## src/rtl/q_ifid_pkg.sv

```systemverilog
// rtl/q_ifid_pkg.sv - shared types and constants for the fetch/decode instruction queue
package q_ifid_pkg;

    localparam int INSTR_W = 32;
    localparam logic [INSTR_W-1:0] NOP = '0;

    typedef struct packed {
        logic [INSTR_W-1:0] instr1;
        logic [INSTR_W-1:0] instr2;
        logic [INSTR_W-1:0] pca;
        logic [INSTR_W-1:0] cia;
    } bundle_t;

endpackage

```

## src/rtl/q_ifid_ptr.sv

```systemverilog
// rtl/q_ifid_ptr.sv - circular pointer that wraps after DEPTH-1, with synchronous clear
module q_ifid_ptr
    import q_ifid_pkg::*;
#(
    parameter int DEPTH = 4,
    parameter int PTR_W = $clog2(DEPTH)
) (
    input  logic             clk_i,
    input  logic             rst_ni,
    input  logic             clr_i,
    input  logic             inc_i,
    output logic [PTR_W-1:0] ptr_o
);

    logic [PTR_W-1:0] ptr_q;
    logic [PTR_W-1:0] ptr_d;

    // DEPTH need not be a power of two, so wrap on an explicit compare.
    always_comb begin
        ptr_d = ptr_q;
        if (clr_i) begin
            ptr_d = '0;
        end else if (inc_i) begin
            ptr_d = (ptr_q == PTR_W'(DEPTH - 1)) ? '0 : ptr_q + PTR_W'(1);
        end
    end

    always_ff @(posedge clk_i or negedge rst_ni) begin
        if (!rst_ni) begin
            ptr_q <= '0;
        end else begin
            ptr_q <= ptr_d;
        end
    end

    assign ptr_o = ptr_q;

endmodule

```

## src/rtl/q_ifid.sv

```systemverilog
// rtl/q_ifid.sv - show-ahead bundle FIFO between fetch and decode with flush and back-pressure
module q_ifid
    import q_ifid_pkg::*;
#(
    parameter  int DEPTH    = 4,
    parameter  int AFULL_TH = 3,
    localparam int PTR_W    = $clog2(DEPTH),
    localparam int CNT_W    = $clog2(DEPTH + 1)
) (
    input  logic               CLK,
    input  logic               RESET,
    input  logic               flush,
    input  logic               pushReq,
    input  logic [INSTR_W-1:0] Instr1_in,
    input  logic [INSTR_W-1:0] Instr2_in,
    input  logic [INSTR_W-1:0] PCA_in,
    input  logic [INSTR_W-1:0] CIA_in,
    input  logic               popReq,
    output logic [INSTR_W-1:0] Instr1_out,
    output logic [INSTR_W-1:0] Instr2_out,
    output logic [INSTR_W-1:0] PCA_out,
    output logic [INSTR_W-1:0] CIA_out,
    output logic               full,
    output logic               almost_full,
    output logic               empty,
    output logic [CNT_W-1:0]   count,
    output logic               overflow_err
);

    bundle_t          mem_q [DEPTH];
    bundle_t          head;
    logic [PTR_W-1:0] wr_ptr;
    logic [PTR_W-1:0] rd_ptr;
    logic [CNT_W-1:0] count_q;
    logic [CNT_W-1:0] count_d;
    logic             ovf_q;
    logic             ovf_d;
    logic             push_ok;
    logic             pop_ok;

    // Status flags come only from the registered count, keeping fetch's
    // stall decision free of any path through this cycle's push/pop.
    assign full        = (count_q == CNT_W'(DEPTH));
    assign almost_full = (count_q >= CNT_W'(AFULL_TH));
    assign empty       = (count_q == '0);

    assign push_ok = pushReq & ~full & ~flush;
    assign pop_ok  = popReq & ~empty & ~flush;

    q_ifid_ptr #(.DEPTH(DEPTH), .PTR_W(PTR_W)) u_wr_ptr (
        .clk_i  (CLK),
        .rst_ni (RESET),
        .clr_i  (flush),
        .inc_i  (push_ok),
        .ptr_o  (wr_ptr)
    );

    q_ifid_ptr #(.DEPTH(DEPTH), .PTR_W(PTR_W)) u_rd_ptr (
        .clk_i  (CLK),
        .rst_ni (RESET),
        .clr_i  (flush),
        .inc_i  (pop_ok),
        .ptr_o  (rd_ptr)
    );

    always_comb begin
        count_d = count_q;
        ovf_d   = ovf_q | (pushReq & full & ~flush);
        if (flush) begin
            count_d = '0;
        end else if (push_ok && !pop_ok) begin
            count_d = count_q + CNT_W'(1);
        end else if (pop_ok && !push_ok) begin
            count_d = count_q - CNT_W'(1);
        end
    end

    always_ff @(posedge CLK or negedge RESET) begin
        if (!RESET) begin
            count_q <= '0;
            ovf_q   <= 1'b0;
        end else begin
            count_q <= count_d;
            ovf_q   <= ovf_d;
        end
    end

    always_ff @(posedge CLK) begin
        if (push_ok) begin
            mem_q[wr_ptr] <= '{instr1: Instr1_in, instr2: Instr2_in, pca: PCA_in, cia: CIA_in};
        end
    end

    assign head         = mem_q[rd_ptr];
    assign Instr1_out   = head.instr1;
    assign Instr2_out   = head.instr2;
    assign PCA_out      = head.pca;
    assign CIA_out      = head.cia;
    assign count        = count_q;
    assign overflow_err = ovf_q;

    a_count_bound : assert property (@(posedge CLK) disable iff (!RESET)
        count_q <= CNT_W'(DEPTH));
    a_ptr_span : assert property (@(posedge CLK) disable iff (!RESET)
        ((int'(wr_ptr) - int'(rd_ptr) + DEPTH) % DEPTH) == (int'(count_q) % DEPTH));
    a_full_empty : assert property (@(posedge CLK) disable iff (!RESET)
        !(full && empty));

endmodule
```

## config.mk

```make
export PLATFORM = sky130hd
export DESIGN_NAME = q_ifid
export DESIGN_NICKNAME = d
export VERILOG_FILES = /design/src/rtl/q_ifid_pkg.sv /design/src/rtl/q_ifid_ptr.sv /design/src/rtl/q_ifid.sv
export SDC_FILE = /design/constraint.sdc
export NUM_CORES = 1
export LEC_CHECK = 0
export CORE_UTILIZATION = 49
export DETAILED_ROUTE_END_ITERATION = 8
export PLACE_DENSITY = 0.76
export SKIP_CTS_REPAIR_TIMING = 1
export SYNTH_ARGS = -nofsm -noshare
export SYNTH_HDL_FRONTEND = slang
export SYNTH_SLANG_ARGS = --single-unit
```

## constraint.sdc

```tcl
create_clock -name CLK -period 4.15 [get_ports CLK]
set_input_delay 0.83 -clock CLK [delete_from_list [all_inputs] [get_ports CLK]]
set_output_delay 0.83 -clock CLK [all_outputs]
set_load 0.02 [all_outputs]
```

==> impl_metrics.env <==
export IMPL_status="finished clean"
export IMPL_synth_seq_cells=520
export IMPL_areaGrowthSynthToFinish_pct=26.65
export IMPL_top_layer="met5"
export IMPL_synth_simple_gate_area_share_pct=0.7271
export IMPL_worst_path_max_fanout=32
export IMPL_synth_top_family_by_area="multiplexers"
export IMPL_firstDrtPassIters=4
export IMPL_slowest_delay_ns=0.90
export IMPL_grt_use_total_pct=18.92
export IMPL_start_util_pct=50.24
export IMPL_core_area_um2=38020
export IMPL_powerDensity_nw_per_um2=558.4
export IMPL_tightest_slew_ns=0.7150
export IMPL_wl_met3_mm=3.063
export IMPL_die_y_um=199.4
export IMPL_synth_area_um2=19100
export IMPL_max_freq_ghz=0.2618
export IMPL_worst_skew_pair_late_latency_ns=0.58
export IMPL_rsz0062_at_grt="false"
export IMPL_hold_violations=0
export IMPL_arrival_ns=2.99
export IMPL_grt_first_pass_wirelength_mm=55.28
export IMPL_cts_path_max_buffers=3
export IMPL_root_buffer="clkbuf_16"
export IMPL_synthCells=735
export IMPL_slew_violations=0
export IMPL_utilization_pct=63.63
export IMPL_synthAdderAreaFrac_pct=0.4323
export IMPL_die_x_um=199.4
export IMPL_drt_wirelength_per_cell_um=23.06
export IMPL_whs_ns=0.5212
export IMPL_synth_area_mux_share_pct=15.26
export IMPL_hp_class="register to register"
export IMPL_cts_tree="yes"
export IMPL_syn_num_nets=874
export IMPL_wirelength_met1_mm=14.99
export IMPL_skew_ns=0.01372
export IMPL_die_area_um2=39780
export IMPL_hpwl_mm=21.90
export IMPL_hold_path_end="overflow_err$_DFF_PN0_"
export IMPL_grt_overflow_total=0
export IMPL_grt_antenna_before_repair=3
export IMPL_hold_depth=1
export IMPL_clkTransAtPathRegs_ns=0.06
export IMPL_setup_viol=0
export IMPL_synth_top_area_cell="edfxtp_1"
export IMPL_critPathSlowestCell="dfrtp_4"
export IMPL_nets=1180
export IMPL_crit_type="register to primary output"
export IMPL_regToRegStartpoint="count[2]$_DFFE_PN0P_"
export IMPL_final_area_um2=24190
export IMPL_finalCritPeriodShare_pct=92.04
export IMPL_hp_start="overflow_err$_DFF_PN0_"
export IMPL_ys_warn_count=0
export IMPL_synthXorXnorAreaFrac_pct=0.04585
export IMPL_drv_cap=0
export IMPL_end_kind="primary output"
export IMPL_drt_iter0_drc=475
export IMPL_leakage_nw=7.616
export IMPL_path_cells="buf_12 > mux4_2 > clkdlybuf4s50_1"
export IMPL_via_per_inst=5.431
export IMPL_cts_max_level=2
export IMPL_portBuffers=267
export IMPL_cts_sinks=520
export IMPL_drive_gt1_share_pct=21.04
export IMPL_drc=0
export IMPL_first_global_vias=9396
export IMPL_ios=268
export IMPL_relSlewSlack_pct=52.33
export IMPL_synth_area_top_cells="edfxtp_1 80%, mux4_2 15%, dfrtp_1 1.0%"
export IMPL_r2r_end="count[2]$_DFFE_PN0P_"
export IMPL_route_met2_wl_mm=17.96
export IMPL_wl_mm=36.74
export IMPL_synthDistinctLibCells=37
export IMPL_r2r_slack_ns=1.53
export IMPL_ys_seq_area_share_pct=81.54
export IMPL_worst_ir_drop_vdd_uv=401.0
export IMPL_placed_area_um2=22500
export IMPL_numCtsBuffers=51
export IMPL_grt_max_degree=97
export IMPL_row_count=71
export IMPL_synth_avg_cell_area_um2=25.99
export IMPL_drtAntennaViolNets=0
export IMPL_synth_top_area_share_pct=80.49
export IMPL_route_vias_total=8651
export IMPL_period_needed_ns=3.819
export IMPL_place_congestion=0.7561
export IMPL_critPathLaunchType="register"
export IMPL_setup_tns_ns=0
export IMPL_worst_endpoint_required_ns=3.32
export IMPL_synth_compound_area_share_pct=0.6419
export IMPL_reg2reg_depth=7
==> synthesized netlist by cell type <==
| cell | instances |
|---|---|
| nand4bb_1 | 1 |
| a2111oi_0 | 1 |
| or2_1 | 1 |
| xnor2_1 | 1 |
| mux4_2 | 128 |
| nor3b_1 | 1 |
| o21bai_1 | 1 |
| inv_1 | 6 |
| buf_2 | 16 |
| dfrtp_1 | 8 |
| o31ai_2 | 1 |
| a311oi_1 | 1 |
| buf_1 | 1 |
| nor3b_2 | 1 |
| nand3b_1 | 1 |
| buf_4 | 3 |
| and3_1 | 2 |
| buf_6 | 11 |
| or3_1 | 2 |
| fa_1 | 1 |
| o21ai_0 | 2 |
| ha_1 | 5 |
| nand2_1 | 2 |
| and3b_1 | 1 |
| a21oi_1 | 5 |
| a21boi_0 | 1 |
| a211o_1 | 2 |
| a31o_2 | 1 |
| and2_1 | 5 |
| nor3_2 | 1 |
| clkbuf_1 | 2 |
| mux2_2 | 1 |
| o311ai_0 | 1 |
| nor2_1 | 3 |
| mux2i_1 | 2 |
| a21o_1 | 1 |
| edfxtp_1 | 512 |
==> cell usage in the layout, fill, tap and decap left out, types with 2 or more instances in the layout <==
cell type / n
bufinv_16: 7
a211o_1: 2
mux2i_1: 2
diode_2: 3
mux4_2: 128
clkinv_1: 11
a21oi_1: 5
buf_4: 6
clkbuf_1: 11
clkinv_2: 6
and3_1: 2
nand2_1: 2
or3_1: 2
nor2_1: 3
edfxtp_1: 512
and2_4: 4
clkbuf_8: 2
buf_12: 13
clkbuf_16: 53
dfrtp_4: 2
o21ai_0: 2
dfrtp_1: 6
ha_1: 5
clkdlybuf4s50_1: 267
inv_1: 6
==> critical path, delay by kind of cell (launching register included) <==
kind | cells | cell delay, ns
buf+inv | 2 | 0.92
flops | 1 | 0.90
mux | 1 | 0.57
==> logic make-up (layout without fill, tap and decap cells) <==
logic type,after synthesis,in the layout
AOI/OAI and AO/OA,17,17
muxes,131,131
xor gates and xnor gates,1,1
and+or+nand+nor,21,21
adders and majority gates,6,6
buffers and inverters,39,383
DFF,520,520
other,0,3
==> where the power goes <==
group          total, mW  internal [mW]  switching, mW
logic               2.70           1.40           1.30
registers           6.18           6.03          0.148
clock network       4.63           2.79           1.84
total               13.5           10.2           3.29
==> layout make-up <==
| cell class | count | area [um^2] |
|---|---|---|
| inverters | 6 | 22.52 |
| multi-input cells | 176 | 3277 |
| repair buffers | 286 | 2978 |
| well taps | 511 | 639.4 |
| fillers | 2577 | 13830 |
| diodes | 3 | 7.507 |
| clock inverters | 25 | 290.3 |
| clock buffers | 66 | 1395 |
| flip-flops and latches | 520 | 15580 |
==> registers in the layout, indices dropped and copies added (netlist names) <==
name and flops:
overflow_err 1, mem_q 512, u_wr_ptr.ptr_o 2, u_rd_ptr.ptr_o 2, count 3
==> worst max-delay path by stage <==
stage	slack (ns)	endpoint	startpoint	depth (start not counted)
2_1_floorplan	0.75	mem_q[0][0]$_DFFE_PP_	pushReq	4
3_3_place_gp	0.84	Instr2_out[11]	u_rd_ptr.ptr_o[0]$_DFFE_PN0P_	3
3_5_place_dp	0.81	mem_q[2][9]$_DFFE_PP_	pushReq	5
4_1_cts	0.20	Instr2_out[11]	u_rd_ptr.ptr_o[0]$_DFFE_PN0P_	3
5_1_grt	0.12	Instr2_out[11]	u_rd_ptr.ptr_o[0]$_DFFE_PN0P_	3
6_report	0.33	Instr2_out[11]	u_rd_ptr.ptr_o[0]$_DFFE_PN0P_	3
==> routing by layer <==
layer | vias to the layer above | GRT usage, %
met5 | - | 0
met2 | 303 | 30.42
li1 | 3795 | -
met1 | 4498 | 24.75
met4 | 4 | 5.994
met3 | 51 | 5.941
==> through the flow <==
| stage | cells | power (mW) | setup WS [ns] |
|---|---|---|---|
| after floorplan | 735 | 7.824 | 0.7492 |
| after global placement | 1499 | 8.992 | 0.8401 |
| after detailed placement | 1499 | 9.030 | 0.8097 |
| after CTS | 1590 | 13.67 | 0.2021 |
| after global routing | 1590 | 13.99 | 0.1246 |
| final | 1593 | 13.51 | 0.3305 |
No activity file was read; power rests on OpenSTA's default activity.
